==> config.mk <==
export PLATFORM = sky130hd
export DESIGN_NAME = instruction_fetch_unit
export DESIGN_NICKNAME = d
export VERILOG_FILES = /design/src/rtl/instruction_fetch_unit_pkg.sv /design/src/rtl/fetch_hold_buffer.sv /design/src/rtl/instruction_fetch_unit.sv
export SDC_FILE = /design/constraint.sdc
export NUM_CORES = 1
export LEC_CHECK = 0
export ABC_AREA = 1
export CELL_PAD_IN_SITES_DETAIL_PLACEMENT = 1
export CELL_PAD_IN_SITES_GLOBAL_PLACEMENT = 2
export CORE_AREA = 2 2 108 152
export CTS_BUF_LIST = sky130_fd_sc_hd__clkbuf_16
export DETAILED_ROUTE_END_ITERATION = 8
export DIE_AREA = 0 0 110 154
export PLACE_DENSITY_LB_ADDON = 0.08
export SLEW_MARGIN = 20
export SYNTH_ARGS = -nofsm -noshare
export SYNTH_HDL_FRONTEND = slang
export SYNTH_SLANG_ARGS = --single-unit
==> constraint.sdc <==
create_clock -name clk -period 4 [get_ports clk]
set_clock_uncertainty 0.1 [all_clocks]
set_input_delay 0.6 -clock clk [delete_from_list [all_inputs] [get_ports clk]]
set_output_delay 0.6 -clock clk [all_outputs]
set_load 0.03 [all_outputs]
==> src/rtl/instruction_fetch_unit_pkg.sv <==
// rtl/instruction_fetch_unit_pkg.sv - shared processor constants and fetch state encoding
// Contents:
//   PC_WIDTH, INSTR_WIDTH : datapath widths shared by fetch and the IF/ID register
//   NOP_INSTR             : bubble encoding loaded by IF/ID and ID/EX on reset or flush
//   fetch_state_t         : FETCH / HOLD / DRAIN
package instruction_fetch_unit_pkg;

    localparam int PC_WIDTH    = 8;
    localparam int INSTR_WIDTH = 32;

    localparam logic [INSTR_WIDTH-1:0] NOP_INSTR = 32'hF800_0000;

    typedef enum logic [1:0] {
        FETCH = 2'd0,
        HOLD  = 2'd1,
        DRAIN = 2'd2
    } fetch_state_t;

endpackage

==> src/rtl/fetch_hold_buffer.sv <==
// rtl/fetch_hold_buffer.sv - one-entry buffer for an instruction fetched while stalled
// Ports:
//   clk, rst               : clock, asynchronous active-low reset
//   load                   : capture load_pc/load_instr and mark full
//   clear                  : drop the entry (wins over load)
//   load_pc, load_instr    : incremented PC and instruction to park
//   hold_pc, hold_instr    : parked values
//   full                   : an entry is parked
module fetch_hold_buffer #(
    parameter int PC_WIDTH    = instruction_fetch_unit_pkg::PC_WIDTH,
    parameter int INSTR_WIDTH = instruction_fetch_unit_pkg::INSTR_WIDTH
) (
    input  logic                   clk,
    input  logic                   rst,
    input  logic                   load,
    input  logic                   clear,
    input  logic [PC_WIDTH-1:0]    load_pc,
    input  logic [INSTR_WIDTH-1:0] load_instr,
    output logic [PC_WIDTH-1:0]    hold_pc,
    output logic [INSTR_WIDTH-1:0] hold_instr,
    output logic                   full
);

    always_ff @(posedge clk or negedge rst) begin
        if (!rst) begin
            hold_pc    <= '0;
            hold_instr <= '0;
            full       <= 1'b0;
        end else if (clear) begin
            full <= 1'b0;
        end else if (load) begin
            hold_pc    <= load_pc;
            hold_instr <= load_instr;
            full       <= 1'b1;
        end
    end

endmodule

==> src/rtl/instruction_fetch_unit.sv <==
// rtl/instruction_fetch_unit.sv - PC owner and instruction fetch front end feeding IF/ID
// Ports:
//   clk, rst                      : clock, asynchronous active-low reset
//   stall                         : hazard-unit freeze, outputs hold
//   branch_taken, branch_target   : single-cycle redirect request and new fetch address
//   imem_req, imem_addr           : fetch request (decoded from state and pc)
//   imem_ack, imem_rdata          : fetch completion and instruction
//   if_pc, if_instruction         : fetch address + 1 and instruction (or NOP_INSTR) to IF/ID
//   if_valid                      : if_instruction is a real fetched instruction
//   if_flush                      : one-cycle flush pulse per branch_taken cycle
module instruction_fetch_unit
    import instruction_fetch_unit_pkg::*;
#(
    parameter int                     PC_WIDTH    = instruction_fetch_unit_pkg::PC_WIDTH,
    parameter int                     INSTR_WIDTH = instruction_fetch_unit_pkg::INSTR_WIDTH,
    parameter logic [PC_WIDTH-1:0]    RESET_PC    = '0,
    parameter logic [INSTR_WIDTH-1:0] NOP_INSTR   = instruction_fetch_unit_pkg::NOP_INSTR
) (
    input  logic                   clk,
    input  logic                   rst,
    input  logic                   stall,
    input  logic                   branch_taken,
    input  logic [PC_WIDTH-1:0]    branch_target,
    output logic                   imem_req,
    output logic [PC_WIDTH-1:0]    imem_addr,
    input  logic                   imem_ack,
    input  logic [INSTR_WIDTH-1:0] imem_rdata,
    output logic [PC_WIDTH-1:0]    if_pc,
    output logic [INSTR_WIDTH-1:0] if_instruction,
    output logic                   if_valid,
    output logic                   if_flush
);

    fetch_state_t          state;
    logic [PC_WIDTH-1:0]   pc;
    logic [PC_WIDTH-1:0]   pc_inc;
    logic [PC_WIDTH-1:0]   drain_addr;
    logic                  started;
    logic                  accept;

    logic                   buf_load;
    logic                   buf_clear;
    logic [PC_WIDTH-1:0]    buf_pc;
    logic [INSTR_WIDTH-1:0] buf_instr;
    logic                   buf_full;

    // started keeps imem_req low for the first cycle after reset release, so a
    // stale ack from a transfer abandoned by reset can never be accepted.
    assign imem_req  = started && (state != HOLD);
    // During DRAIN pc already holds the redirect target; the outstanding
    // request must keep presenting its original address.
    assign imem_addr = (state == DRAIN) ? drain_addr : pc;
    assign accept    = imem_req && imem_ack;
    assign pc_inc    = pc + PC_WIDTH'(1);

    assign buf_load  = !branch_taken && (state == FETCH) && accept && stall;
    assign buf_clear = branch_taken || ((state == HOLD) && !stall);

    fetch_hold_buffer #(
        .PC_WIDTH    (PC_WIDTH),
        .INSTR_WIDTH (INSTR_WIDTH)
    ) u_hold_buffer (
        .clk        (clk),
        .rst        (rst),
        .load       (buf_load),
        .clear      (buf_clear),
        .load_pc    (pc_inc),
        .load_instr (imem_rdata),
        .hold_pc    (buf_pc),
        .hold_instr (buf_instr),
        .full       (buf_full)
    );

    always_ff @(posedge clk or negedge rst) begin
        if (!rst) begin
            state          <= FETCH;
            pc             <= RESET_PC;
            drain_addr     <= '0;
            started        <= 1'b0;
            if_pc          <= '0;
            if_instruction <= NOP_INSTR;
            if_valid       <= 1'b0;
            if_flush       <= 1'b0;
        end else begin
            started  <= 1'b1;
            if_flush <= branch_taken;
            if (branch_taken) begin
                // Redirect wins over stall and drops any same-cycle or parked data.
                pc             <= branch_target;
                drain_addr     <= imem_addr;
                if_pc          <= '0;
                if_instruction <= NOP_INSTR;
                if_valid       <= 1'b0;
                state          <= (imem_req && !imem_ack) ? DRAIN : FETCH;
            end else begin
                case (state)
                    FETCH: begin
                        if (accept) begin
                            pc <= pc_inc;
                            if (stall) begin
                                state <= HOLD;
                            end else begin
                                if_pc          <= pc_inc;
                                if_instruction <= imem_rdata;
                                if_valid       <= 1'b1;
                            end
                        end else if (!stall) begin
                            if_pc          <= '0;
                            if_instruction <= NOP_INSTR;
                            if_valid       <= 1'b0;
                        end
                    end
                    HOLD: begin
                        if (!stall) begin
                            state          <= FETCH;
                            if_pc          <= buf_full ? buf_pc : '0;
                            if_instruction <= buf_full ? buf_instr : NOP_INSTR;
                            if_valid       <= buf_full;
                        end
                    end
                    DRAIN: begin
                        // Outputs already carry the bubble from the redirect.
                        if (imem_ack) begin
                            state <= FETCH;
                        end
                    end
                    default: state <= FETCH;
                endcase
            end
        end
    end

endmodule

==> qor.yml <==
clocking:
  cts_made_buffers: 9
  post_cts_buffers: 0
  cts_hold_buf: 0
  h-tree-depth: 3
  tritoncts: "yes"
  cts-root-buf: "clkbuf_16"
  ctsResizeCount: 0
  cts.sinks: 102
  clk_path_buf_depth: 2
  clk_pin_slew_ps: 70
  clock_latency_ps: 340
detailed_routing:
  drt_iter0_markers: 138
  vias: 4004
  drc: 0
  drt_wl_total_um: 13200
  ant_nets: 0
  first_pass_iters: 4
  viasPerCell: 4.61
  wl_per_cell_um: 15.2
synthesis:
  synth.area.top_cells: "dfrtp_1 (53%), nand2_1 (21%), o21ai_0 (9.3%)"
  synth_top_area_frac: 0.530
  ys_seq_area_frac: 0.558
  synth_nets: 624
  synthAdderAreaFrac: 0.00273
  ys_ff_latch: 102
  synth_top_family_by_area: "simple AND/OR/NAND/NOR gates"
  netlist-cell-type-count: 28
  netlist_area_um2: 4580
  synthMuxAreaShare: 0
  ys.warnings.count: 0
  synthSimpleGateAreaFrac: 0.253
  netlist_instances: 578
  syn-mean-instance-area_um2: 7.93
  synth_compound_area_frac: 0.113
  synth_top_area_cell: "dfrtp_1"
  synth_xor_area_frac: 0.00573
sta:
  grt_setup_unrepaired: "no"
  finalHoldViolations: 0
  fin_crit_sh: 0.718
  slew_violations: 0
  tns_ps: 0
  period_minus_slack_ps: 2870
  tightest_slew_ps: 784
  max_freq_ghz: 0.348
  setup_viol: 0
  slew_headroom: 0.474
grt:
  grt.total_usage: 0.164
  antenna_found_initial: 0
  grt_pass1_wl_um: 21900
  grt_overflow: 0
  grt_pass1_vias: 4342
  grt_max_degree: 56
die:
  num_rows: 54
  dieArea_um2: 16900
  coreArea_um2: 15500
  fp.dieH_um: 154
  fp.dieW_um: 110
  io_pins: 96
  start_util: 0.296
placement:
  dp_cells: 851
  io_buffer_count: 95
  hpwl_um: 9190
  place_congestion: 0.753
critical_path:
  cp-startpoint: "state[0]"
  cp_num_cells: 4
  rr_endpoint: "u_hold_buffer.hold_pc[2]"
  worstPathRequired_ps: 3300
  cp_max_fo: 17
  crit_family: "buffers and inverters"
  arrival_ps: 2170
  startpoint_type: "flop"
  critPathBufInv: 2
  reg2reg_depth: 6
  crit_path_top_delay_cell: "clkdlybuf4s50_1"
  critPathMaxStageDelay_ps: 730
  end_kind: "output port"
  crit-reg2reg-launch: "state[1]"
  cp_cell_sequence: "inv_1, nand2_1, o21ai_0, clkdlybuf4s50_1"
  crit_end: "imem_addr[4]"
  rrSetupSlack_ps: 1890
  path_class: "flop to output port"
layout:
  final_util: 0.391
  drive_above_1_share: 0.0536
  area_delta_synth_final_pct: 32.0
  final_nets: 713
  fin_cells: 868
  fillCellCount: 1904
  diodes: 0
job:
  drv_cap: 0
run_status:
  status: "completed"
power_and_ir_drop:
  peakVddDrop_uv: 185
  leakage_uw: 0.00286
  p_per_area_nw_per_um2: 427
worst_hold_path:
  hold_path_class: "input pin to asynchronous set/reset pin"
-- placed cells by master, fill, tap and decap left out, drive strengths merged --
cell / n
conb: 1
inv: 50
clkinvlp: 1
xnor2: 2
o21ai: 89
nor2: 15
dfstp: 5
buf: 10
a22o: 1
xor2: 1
o31ai: 2
clkbuf: 9
dfrtp: 97
ha: 1
nand3: 18
and2: 2
o21bai: 2
o22ai: 1
clkinv: 6
nor3: 1
bufinv: 1
clkdlybuf4s50: 94
a21oi: 5
nand2: 258
-- worst min path at each step --
| stage | from | to | slack [ps] | cells past startpoint |
|---|---|---|---|---|
| 2_1_floorplan | rst | drain_addr[0] | 200 | 0 |
| 3_3_place_gp | u_hold_buffer.hold_instr[29] | u_hold_buffer.hold_instr[29] | 350 | 2 |
| 3_5_place_dp | u_hold_buffer.hold_instr[30] | u_hold_buffer.hold_instr[30] | 360 | 2 |
| 4_1_cts | rst | if_instruction[1] | 260 | 1 |
| 5_1_grt | rst | if_instruction[1] | 280 | 1 |
| 6_report | rst | if_instruction[2] | 240 | 1 |
-- cells by family (layout without fill, tap and decap cells) --
group | count (synthesis) | after routing
AO/OA/AOI/OAI | 100 | 100
XOR/XNOR | 3 | 3
adder cells (fa/ha/maj) | 1 | 1
buffers and inverters | 77 | 171
flip-flops | 102 | 102
other | 1 | 1
AND/OR/NAND/NOR | 294 | 294
-- routing by layer --
layer,up-vias,GRT usage,wire length (um)
met2,63,0.291,6850
met1,1954,0.203,5720
met4,0,0.0524,167
met5,-,0,0
li1,1977,-,-
met3,10,0.0208,421
-- flip-flops by register name, indices dropped and copies added, names as in the netlist --
signal                    count
drain_addr                    8
if_flush                      1
if_instruction               32
if_pc                         8
if_valid                      1
pc                            8
started                       1
state                         2
u_hold_buffer.full            1
u_hold_buffer.hold_instr     32
u_hold_buffer.hold_pc         8
-- synth_stat cells --
library cell	n
xnor2_1	2
clkinv_1	2
clkbuf_2	2
nor2_2	1
o21bai_1	2
and2_1	2
o21ai_0	85
buf_1	4
clkbuf_1	10
nand2_2	1
o21ai_1	4
o31ai_1	2
dfrtp_1	97
nand3_1	17
buf_2	10
dfstp_2	5
ha_1	1
a22o_1	1
nor2_1	14
nor3_4	1
nand2_1	257
inv_2	3
inv_1	46
nand3_4	1
conb_1	1
o22ai_1	1
xor2_1	1
a21oi_1	5
-- through the flow --
stage | setup WS, ps | hold WS [ps] | total power, uW | instance area [um2]
2_1_floorplan | 1810 | 204 | 1510 | 4580
3_3_place_gp | 1190 | 353 | 1710 | 5730
3_5_place_dp | 1110 | 363 | 1730 | 5730
4_1_cts | 1060 | 261 | 2630 | 6020
5_1_grt | 895 | 285 | 2740 | 6050
6_report | 1130 | 236 | 2580 | 6050
-- final cells by class --
cell class / count / area [um2] / share of cell area
clock inverter: 7 / 66.3 / 0.0110
timing repair buffer: 104 / 1040 / 0.171
multi-input combinational: 399 / 1730 / 0.285
tap: 196 / 245 / 0.0405
sequential: 102 / 2560 / 0.423
inverter: 51 / 191 / 0.0316
clock buffer: 9 / 225 / 0.0372
-- power breakdown --
group	switching, uW	leakage [uW]	total [uW]	internal, uW
combinational	281	0.00142	458	178
sequential	64.5	0.00130	1240	1180
clock	398	0.000142	880	482
No activity file was read; power rests on OpenSTA's default activity.
